--- src/rtl/noc_inject_scheduler.sv ---
// noc_inject_scheduler: queues router-targeted injection requests and presents them one at a time on the NoC injection bus.
// Latency: request handshake in cycle c -> packet on o_out_bus in cycle c+2 when idle and empty; ack -> GAP_CYC idle cycles.
// Backpressure: o_req_ready = !full; a packet holds its slot until acked (or, with NOC_INJ_TIMEOUT_EN, until TIMEOUT cycles pass).

// Generic synchronous FIFO with a combinational head read; pushes are ignored when full and pops when empty.
module noc_inj_fifo #(
    parameter int WIDTH = 8,
    parameter int DEPTH = 4
) (
    input  logic             i_clk,
    input  logic             i_rst_n,
    input  logic             i_push_vld,
    input  logic [WIDTH-1:0] i_push_dat,
    input  logic             i_pop_vld,
    output logic [WIDTH-1:0] o_head_dat,
    output logic             o_full,
    output logic             o_empty
);
    localparam int AW = (DEPTH > 1) ? $clog2(DEPTH) : 1;

    logic [WIDTH-1:0] r_mem [DEPTH];
    logic [AW-1:0]    r_wr_ptr;
    logic [AW-1:0]    r_rd_ptr;
    logic [AW:0]      r_count;
    logic             w_push;
    logic             w_pop;

    assign o_full     = (r_count == (AW+1)'(DEPTH));
    assign o_empty    = (r_count == '0);
    assign w_push     = i_push_vld & ~o_full;
    assign w_pop      = i_pop_vld & ~o_empty;
    assign o_head_dat = r_mem[r_rd_ptr];

    // Storage array: written on accepted push only, no reset needed.
    always_ff @(posedge i_clk) begin
        if (w_push) begin
            r_mem[r_wr_ptr] <= i_push_dat;
        end
    end

    // Pointers and occupancy; depth is a power of two so pointers wrap naturally.
    always_ff @(posedge i_clk or negedge i_rst_n) begin
        if (!i_rst_n) begin
            r_wr_ptr <= '0;
            r_rd_ptr <= '0;
            r_count  <= '0;
        end else begin
            if (w_push) r_wr_ptr <= r_wr_ptr + 1'b1;
            if (w_pop)  r_rd_ptr <= r_rd_ptr + 1'b1;
            case ({w_push, w_pop})
                2'b10:   r_count <= r_count + 1'b1;
                2'b01:   r_count <= r_count - 1'b1;
                default: r_count <= r_count;
            endcase
        end
    end
endmodule

// Optional ack timeout is enabled by defining NOC_INJ_TIMEOUT_EN.
module noc_inject_scheduler #(
    parameter int NR      = 9,
    parameter int PW      = 9,
    parameter int RW      = 4,
    parameter int DEPTH   = 4,
    parameter int GAP_CYC = 2,
    parameter int TIMEOUT = 64
) (
    input  logic             i_clk,
    input  logic             i_rst_n,
    input  logic             i_en,
    input  logic             i_req_valid,
    input  logic [RW-1:0]    i_req_router,
    input  logic [PW-2:0]    i_req_data,
    output logic             o_req_ready,
    input  logic [NR-1:0]    i_rtr_ack,
    output logic [NR*PW-1:0] o_out_bus,
    output logic             o_busy,
    output logic             o_bad_router,
    output logic [7:0]       o_sent_cnt,
    output logic             o_timeout
);
    typedef struct packed {
        logic [RW-1:0] router;
        logic [PW-2:0] data;
    } req_t;

    typedef enum logic [1:0] {
        S_IDLE  = 2'd0,
        S_DRIVE = 2'd1,
        S_GAP   = 2'd2
    } state_t;

    localparam int GW       = (GAP_CYC > 1) ? $clog2(GAP_CYC) : 1;
    localparam int GAP_LAST = (GAP_CYC > 0) ? GAP_CYC - 1 : 0;

    state_t           r_state;
    state_t           w_state_nxt;
    logic [NR*PW-1:0] r_out_bus;
    logic [RW-1:0]    r_slot;
    logic [7:0]       r_sent_cnt;
    logic             r_bad_router;
    logic [GW-1:0]    r_gap_cnt;

    req_t             w_req;
    req_t             w_head;
    logic             w_full;
    logic             w_empty;
    logic             w_in_range;
    logic             w_push;
    logic             w_drop;
    logic             w_pop;
    logic             w_release;
    logic             w_sent_inc;
    logic             w_ack_hit;
    logic             w_to_hit;
    logic             w_gap_done;
    logic [NR-1:0]    w_slot_mask;
    logic [NR*PW-1:0] w_launch_bus;

    // Out-of-range targets are still consumed so a bad source cannot wedge the queue.
    assign w_in_range = (i_req_router < RW'(NR));
    assign w_push     = i_req_valid & o_req_ready & w_in_range;
    assign w_drop     = i_req_valid & o_req_ready & ~w_in_range;
    assign w_req      = '{router: i_req_router, data: i_req_data};

    noc_inj_fifo #(
        .WIDTH ($bits(req_t)),
        .DEPTH (DEPTH)
    ) u_req_fifo (
        .i_clk      (i_clk),
        .i_rst_n    (i_rst_n),
        .i_push_vld (w_push),
        .i_push_dat (w_req),
        .i_pop_vld  (w_pop),
        .o_head_dat (w_head),
        .o_full     (w_full),
        .o_empty    (w_empty)
    );

    // Only the ack from the router currently being driven counts.
    assign w_slot_mask = NR'(1) << r_slot;
    assign w_ack_hit   = (r_state == S_DRIVE) & (|(i_rtr_ack & w_slot_mask));
    assign w_gap_done  = (r_gap_cnt == GW'(GAP_LAST));

`ifdef NOC_INJ_TIMEOUT_EN
    localparam int TW = $clog2(TIMEOUT + 1);

    logic [TW-1:0] r_wait_cnt;
    logic          r_timeout;

    // An ack on the final wait cycle wins over the timeout.
    assign w_to_hit = (r_state == S_DRIVE) & ~w_ack_hit & (r_wait_cnt == TW'(TIMEOUT - 1));

    // Wait counter restarts on every launch; timeout pulse lands with the cleared bus.
    always_ff @(posedge i_clk or negedge i_rst_n) begin
        if (!i_rst_n) begin
            r_wait_cnt <= '0;
            r_timeout  <= 1'b0;
        end else begin
            r_timeout <= w_to_hit;
            if (w_pop) begin
                r_wait_cnt <= '0;
            end else if (r_state == S_DRIVE) begin
                r_wait_cnt <= r_wait_cnt + 1'b1;
            end
        end
    end

    assign o_timeout = r_timeout;
`else
    assign w_to_hit  = 1'b0;
    assign o_timeout = 1'b0;
`endif

    // Build the launch image: head payload with valid flag in its router slot, others zero.
    always_comb begin
        w_launch_bus = '0;
        for (int i = 0; i < NR; i++) begin
            if (w_head.router == RW'(i)) begin
                w_launch_bus[i*PW +: PW] = {1'b1, w_head.data};
            end
        end
    end

    // State register.
    always_ff @(posedge i_clk or negedge i_rst_n) begin
        if (!i_rst_n) begin
            r_state <= S_IDLE;
        end else begin
            r_state <= w_state_nxt;
        end
    end

    // Next-state and control strobes: launch from IDLE, release on ack/timeout, then gap.
    always_comb begin
        w_state_nxt = r_state;
        w_pop       = 1'b0;
        w_release   = 1'b0;
        w_sent_inc  = 1'b0;
        case (r_state)
            S_IDLE: begin
                if (i_en && !w_empty) begin
                    w_pop       = 1'b1;
                    w_state_nxt = S_DRIVE;
                end
            end
            S_DRIVE: begin
                if (w_ack_hit || w_to_hit) begin
                    w_release   = 1'b1;
                    w_sent_inc  = w_ack_hit;
                    w_state_nxt = (GAP_CYC == 0) ? S_IDLE : S_GAP;
                end
            end
            S_GAP: begin
                if (w_gap_done) begin
                    w_state_nxt = S_IDLE;
                end
            end
            default: begin
                w_state_nxt = S_IDLE;
            end
        endcase
    end

    // Registered bus, slot tracking, sent counter, drop pulse and gap counter.
    always_ff @(posedge i_clk or negedge i_rst_n) begin
        if (!i_rst_n) begin
            r_out_bus    <= '0;
            r_slot       <= '0;
            r_sent_cnt   <= '0;
            r_bad_router <= 1'b0;
            r_gap_cnt    <= '0;
        end else begin
            r_bad_router <= w_drop;
            if (w_pop) begin
                r_out_bus <= w_launch_bus;
                r_slot    <= w_head.router;
            end else if (w_release) begin
                r_out_bus <= '0;
            end
            if (w_sent_inc) begin
                r_sent_cnt <= r_sent_cnt + 8'd1;
            end
            if (r_state == S_GAP) begin
                r_gap_cnt <= r_gap_cnt + 1'b1;
            end else begin
                r_gap_cnt <= '0;
            end
        end
    end

    assign o_req_ready  = ~w_full;
    assign o_out_bus    = r_out_bus;
    assign o_busy       = (r_state != S_IDLE) | ~w_empty;
    assign o_bad_router = r_bad_router;
    assign o_sent_cnt   = r_sent_cnt;
endmodule

--- config.mk ---
export PLATFORM = sky130hd
export DESIGN_NAME = noc_inject_scheduler
export DESIGN_NICKNAME = d
export VERILOG_FILES = /design/src/rtl/noc_inject_scheduler.sv
export SDC_FILE = /design/constraint.sdc
export NUM_CORES = 1
export LEC_CHECK = 0
export ABC_CLOCK_PERIOD_IN_PS = 2500
export BUFFER_PORTS_ARGS = -buffer_cell sky130_fd_sc_hd__buf_2
export CORE_MARGIN = 2
export CORE_UTILIZATION = 54
export DETAILED_ROUTE_END_ITERATION = 8
export PLACE_DENSITY_LB_ADDON = 0.2
export SLEW_MARGIN = 20
export SYNTH_ARGS = -nofsm -noshare
export SYNTH_HDL_FRONTEND = slang
export SYNTH_SLANG_ARGS = --single-unit
--- constraint.sdc ---
create_clock -name i_clk -period 2.5 [get_ports i_clk]
set_input_delay 0.25 -clock i_clk [delete_from_list [all_inputs] [get_ports i_clk]]
set_output_delay 0.25 -clock i_clk [all_outputs]
set_load 0.005 [all_outputs]
==> results of run 1 <==
-- per-stage QoR --
step	power [mW]	hold slack, ns	setup WS (ns)
floorplan	5.14	-0.0456	0.487
global placement	6.06	0.319	0.352
detailed placement	6.15	0.325	0.310
CTS	8.69	0.0877	0.299
global route	9.10	0.0887	0.196
finish	8.63	0.107	0.273
-- final cells by class --
type | count | area, sq um
Sequential cell | 152 | 4040
Timing Repair Buffer | 146 | 868
Fill cell | 741 | 3330
Tap cell | 140 | 175
Inverter | 7 | 26.3
Clock buffer | 21 | 480
Clock inverter | 11 | 111
Multi-Input combinational cell | 200 | 1710
-- kinds of logic after synthesis --
| family | Yosys count | synth area share [%] |
|---|---|---|
| muxes | 18 | 5.65 |
| other | 1 | 0.0636 |
| adders and majority gates | 7 | 1.61 |
| buffers and inverters | 28 | 2.36 |
| and+or+nand+nor | 74 | 6.63 |
| AOI/OAI and AO/OA | 87 | 13.1 |
| DFF | 152 | 68.6 |
| xor gates and xnor gates | 13 | 1.93 |
-- sequential cells by signal, indices dropped and copies added (netlist names) --
| signal | flops |
|---|---|
| u_req_fifo.r_rd_ptr | 2 |
| u_req_fifo.r_wr_ptr | 2 |
| r_state | 2 |
| u_req_fifo.r_count | 3 |
| o_sent_cnt | 8 |
| r_slot | 4 |
| o_bad_router | 1 |
| r_gap_cnt | 1 |
| u_req_fifo.r_mem | 48 |
| o_out_bus | 81 |
-- synthesized netlist by cell type, drive strengths merged (4+ instances only) --
cell type	count	share of area, %
and2	14	1.5
xnor2	10	1.5
inv	7	0.45
mux2i	4	0.68
edfxtp	48	24
nand2	26	1.7
dfrtp	104	44
o2bb2ai	24	3.6
ha	6	1.3
clkbuf	4	0.25
mux4	12	4.6
a22o	55	8.2
nor2	9	0.62
buf	17	1.7
and3	4	0.42
-- worst paths after layout --
| check | to | slack [ns] | cells past startpoint |
|---|---|---|---|
| max | o_out_bus[62] | 0.27 | 6 |
| min | r_state[0] | 0.11 | 4 |
| max reg2reg | o_out_bus[62] | 0.27 | 6 |
| min reg2reg | r_gap_cnt | 0.42 | 1 |
| max in group asynchronous | o_out_bus[33] | 1.51 | 3 |
| min in group asynchronous | o_sent_cnt[6] | 0.31 | 2 |
-- where the power goes --
group | internal, mW | leakage [nW] | switching (mW) | total [mW]
Combinational | 1.13 | 1.39 | 1.50 | 2.62
Clock | 1.47 | 0.288 | 1.02 | 2.50
Sequential | 3.11 | 1.85 | 0.401 | 3.52
Total | 5.71 | 3.52 | 2.92 | 8.63
-- tightest hold or removal path: cells and delay by family --
| kind | cells | cell delay, ns |
|---|---|---|
| AND/OR/NAND/NOR | 1 | 0.11 |
| AO/OA/AOI/OAI | 1 | 0.08 |
| buffers and inverters | 1 | 0.07 |
| multiplexers | 1 | 0.07 |
-- layer usage --
layer / vias to the layer above / GRT usage, % / wire length (microns)
li1: 1722 / - / -
met1: 1950 / 32.6 / 5750
met2: 142 / 34.0 / 6000
met3: 17 / 6.09 / 814
met4: 0 / 7.60 / 156
met5: - / 0 / 0
==> run_results.csv, run 1 <==
group,metric,value,unit
outcome,outcome,"finished clean",
logic_synthesis,yosysSeqAreaShare,68.6,%
grt,grt_pass1_wl,19600,microns
sta,rsz0062_at_grt,"false",
sta,fin_crit_sh,89.1,%
logic_synthesis,async_reset_ff_share,68.4,%
floorplan,start_util,54.8,%
cells_and_area,final_common_cell,"buf_2",
pwr,ir_drop,0.618,mV
floorplan,rows,38,
sta,finalSetupViolations,0,
critical_path,crit_start,"r_slot[1]",
floorplan,die_y,108,microns
placement,dpl.cell_count,631,
cells_and_area,area.growth.synth_to_final,25.9,%
route,drt_iter0_drc,277,
critical_path,timing.rr.start,"r_slot[1]",
critical_path,path_cells,"mux2i_1, a221o_1, o31ai_4, nor2_4, buf_12, a22o_1",
clocking,post_cts_resized,0,
run,cap_violations,0,
placement,dp_hpwl,8440,microns
cells_and_area,final_cell_mix,"buf_2 (115), dfrtp_1 (104), a22o_1 (55)",
grt,grt_pass1_vias,3661,
critical_path,critical-path-top-delay-family,"compound AO/OA/AOI/OAI gates",
clocking,cts.hold.buffers_added,14,
pwr,power.density,1160,nW/um^2
floorplan,die_width,108,microns
cells_and_area,fin_util,69.0,%
floorplan,ioPinCount,118,
floorplan,dieArea,11800,sq um
route,wl,12700,microns
cells_and_area,n_antenna_cell,0,
placement,portBuffers,116,
clocking,cts_inserted_buffers,17,
sta,fmax,449,MHz
clocking,cts_tree,"yes",
sta,hold_viol_final,0,
critical_path,cp_slowest_stage_delay,0.51,ns
clocking,clk_latency,0.52,ns
critical_path,path_buf_inv,1,
route,drcViolationCount,0,
cells_and_area,final_nets,556,
clocking,h-tree-depth,4,
clocking,root_buffer,"clkbuf_8",
logic_synthesis,ys_seq_elements,152,
sta,post-route-min-period,2.23,ns
route,first_pass_iters,4,
clocking,clock_path_buffers,2,
clocking,path_clk_slew,0.06,ns
grt,track_usage,22.7,%
logic_synthesis,syn_area,5890,sq um
critical_path,critPathRequiredTime,2.91,ns
logic_synthesis,synth_cells,380,
grt,gr-total-overflow,0,
sta,relSlewSlack,38.3,%
route,vias,3831,
cells_and_area,fin_area,7420,sq um
route,detail_route.wl_per_cell,18.8,microns
critical_path,crit_fanout,81,
cells_and_area,drive_above_1_share,34.1,%
sta,worstMarginPinSlew,0.922,ns
critical_path,critPathKind,"flip-flop to flip-flop",
hold_path,hold_path.class,"primary input to flip-flop",
pwr,cellLeakagePower,3.52,nW
logic_synthesis,synth_edf_count,48,
grt,grt_start_max_net_pins,82,
hold_path,min_from,"i_rtr_ack[0]",
logic_synthesis,synth.distinct_cells,42,
critical_path,cp_slowest_cell,"o31ai_4",
logic_synthesis,syn_avg_cell_area,15.5,sq um
logic_synthesis,ys.flop_type,"dfrtp_1",
route,via_per_inst,5.66,
critical_path,critical_path_arrival,2.63,ns
cells_and_area,fin_cells,677,
grt,antenna_found_initial,0,
route,drtAntennaViolNets,0,
critical_path,end_kind,"flip-flop",
logic_synthesis,ys_warn_count,0,
critical_path,startpoint_type,"flip-flop",
placement,place_congestion,0.801,
placement,postPlaceCellArea,6690,sq um
sta,finalSetupTns,0,ns
sta,finClkSkew,0.0100,ns
logic_synthesis,syn-num-nets,412,
floorplan,core_area,10700,sq um
sta,final_max_slew_viol_count,0,
clocking,post_cts_buffers,0,
clocking,cts_sinks,152,
Note: power is estimated with default switching activity, not from simulation.
==> inputs of run 2 (changes only) <==
==> constraint.sdc (replaced) <==
create_clock -name i_clk -period 2.5 [get_ports i_clk]
set_input_delay 0.125 -clock i_clk [delete_from_list [all_inputs] [get_ports i_clk]]
set_output_delay 0.125 -clock i_clk [all_outputs]
set_load 0.005 [all_outputs]
==> run 2 against run 1 <==
Die area unchanged; sequential share of layout area unchanged; non-clock buffer count increased by 2; sequential power is essentially flat; hold slack got worse by 0.024 ns; sequential cell count stayed put; wire length fell by 0.35%; utilization unchanged; maximum frequency is 0.23% higher; highest routed layer unchanged.
==> run_results.csv, run 2 (synthesized netlist as in run 1, its figures left out) <==
group,metric,value,unit
cells_and_area,final_cell_mix,"buf_2 (115), dfrtp_1 (104), a22o_1 (55)",
floorplan,rows,38,
sta,hold_viol_final,0,
route,first_pass_iters,4,
clocking,cts.hold.buffers_added,17,
critical_path,path_cells,"mux4_2, or3_1, nor3b_4, a22o_1",
clocking,root_buffer,"clkbuf_8",
grt,grt_start_max_net_pins,82,
floorplan,start_util,54.8,%
sta,post-route-min-period,2.22,ns
sta,rsz0062_at_grt,"false",
route,drtAntennaViolNets,0,
route,via_per_inst,5.63,
cells_and_area,multi_input_area,1710,sq um
clocking,h-tree-depth,4,
cells_and_area,final_common_cell,"buf_2",
cells_and_area,n_antenna_cell,0,
critical_path,critPathRequiredTime,2.95,ns
clocking,cts_inserted_buffers,17,
clocking,clock_path_buffers,2,
sta,finalSetupTns,0,ns
route,vias,3809,
pwr,pwr-share-clk,29.1,%
pwr,power_frac_comb,30.2,%
critical_path,critical_path_arrival,2.67,ns
cells_and_area,seq_area,4040,sq um
critical_path,cp_slowest_stage_delay,0.61,ns
sta,finalSetupViolations,0,
placement,place_congestion,0.793,
sta,worstMarginPinSlew,0.845,ns
route,detail_route.wl_per_cell,18.8,microns
critical_path,cp_slowest_cell,"mux4_2",
cells_and_area,fin_area,7420,sq um
sta,fin_ws,0.278,ns
route,drcViolationCount,0,
floorplan,die_width,108,microns
cells_and_area,final_nets,558,
clocking,post_cts_resized,0,
sta,finClkSkew,0.00961,ns
grt,grt_pass1_wl,20500,microns
floorplan,core_area,10700,sq um
clocking,path_clk_slew,0.06,ns
clocking,post_cts_buffers,0,
placement,place_ws,0.264,ns
pwr,sw_frac_of_total,32.6,%
pwr,p_sw,2.82,mW
placement,portBuffers,116,
route,wl,12700,microns
critical_path,timing.rr.start,"u_req_fifo.r_rd_ptr[0]",
sta,timing.hold.ws,0.0829,ns
sta,relSlewSlack,43.5,%
clocking,cts_tree,"yes",
outcome,outcome,"finished clean",
pwr,power.density,1170,nW/um^2
grt,track_usage,23.5,%
floorplan,ioPinCount,118,
critical_path,critPathKind,"flip-flop to flip-flop",
clocking,cts_sinks,152,
cells_and_area,fin_cells,676,
clocking,clk_latency,0.52,ns
critical_path,crit_start,"u_req_fifo.r_rd_ptr[0]",
sta,fmax,450,MHz
run,cap_violations,0,
floorplan,dieArea,11800,sq um
hold_path,min_from,"i_en",
sta,fin_crit_sh,88.9,%
sta,final_max_slew_viol_count,0,
grt,gr-total-overflow,0,
cells_and_area,largest_reg_flops,81,
floorplan,die_y,108,microns
pwr,p_seq_share,40.7,%
pwr,p_int,5.84,mW
critical_path,startpoint_type,"flip-flop",
critical_path,crit_fanout,9,
placement,postPlaceCellArea,6670,sq um
cells_and_area,area.growth.synth_to_final,25.9,%
placement,dp_hpwl,8640,microns
critical_path,end_kind,"flip-flop",
grt,grt_pass1_vias,3907,
cells_and_area,n_fill_cell,785,
hold_path,hold_path.class,"primary input to flip-flop",
pwr,cellLeakagePower,3.53,nW
grt,antenna_found_initial,0,
route,drt_iter0_drc,223,
pwr,ir_drop,0.631,mV
cells_and_area,drive_above_1_share,33.0,%
placement,dpl.cell_count,630,
## run 2: changes by cell type in the layout (fill, tap and decap cells not counted), sizes merged
| cell | delta |
|---|---|
| dlygate4sd3 | +3 |
| bufinv | +2 |
| clkinv | -2 |
| clkinvlp | -2 |
| buf | -1 |
| inv | -1 |
## run 2: through the flow
stage	total power, mW	util, %
CTS	8.73	69.0
global placement	6.05	62.1
finish	8.65	69.0
detailed placement	6.15	62.1
floorplan	5.14	-
global route	9.17	69.0
## run 2: area by class of cell
class,instances,share of cell area [%]
Sequential cell,152,54.5
Multi-Input combinational cell,200,23.1
Inverter,7,0.354
Clock buffer,21,6.21
Tap cell,140,2.36
Clock inverter,8,1.64
Timing Repair Buffer,148,11.8
## run 2: power by group through the flow
stage                     sequential (mW)  combinational, mW  clock (mW)
after floorplan                      3.45               1.68           0
after global placement               3.54               2.51           0
after detailed placement             3.56               2.59           0
after CTS                            3.52               2.65        2.57
after global routing                 3.59               2.88        2.69
final                                3.52               2.61        2.52
## run 2: routing by layer
metal / track usage (%) / vias up / share of wire, %
li1: - / 1722 / -
met4: 7.60 / 0 / 1.5
met1: 31.9 / 1947 / 44
met3: 6.87 / 17 / 5.3
met2: 37.0 / 123 / 49
met5: 0 / - / 0
## run 2: final timing paths
| check | slack (ns) | endpoint | depth (start not counted) |
|---|---|---|---|
| max | 0.28 | o_out_bus[78] | 4 |
| max reg2reg | 0.28 | o_out_bus[78] | 4 |
| min in group asynchronous | 0.13 | o_out_bus[2] | 2 |
| min | 0.08 | r_slot[2] | 5 |
| max in group asynchronous | 1.54 | o_out_bus[47] | 3 |
| min reg2reg | 0.42 | r_gap_cnt | 1 |
## run 2: worst max-delay path: cells and delay by family (launching register included)
kind             cells  cell delay, ns
multiplexers         1            0.61
flip-flops           1            0.55
AO/OA/AOI/OAI        1            0.20
AND/OR/NAND/NOR      2            0.80
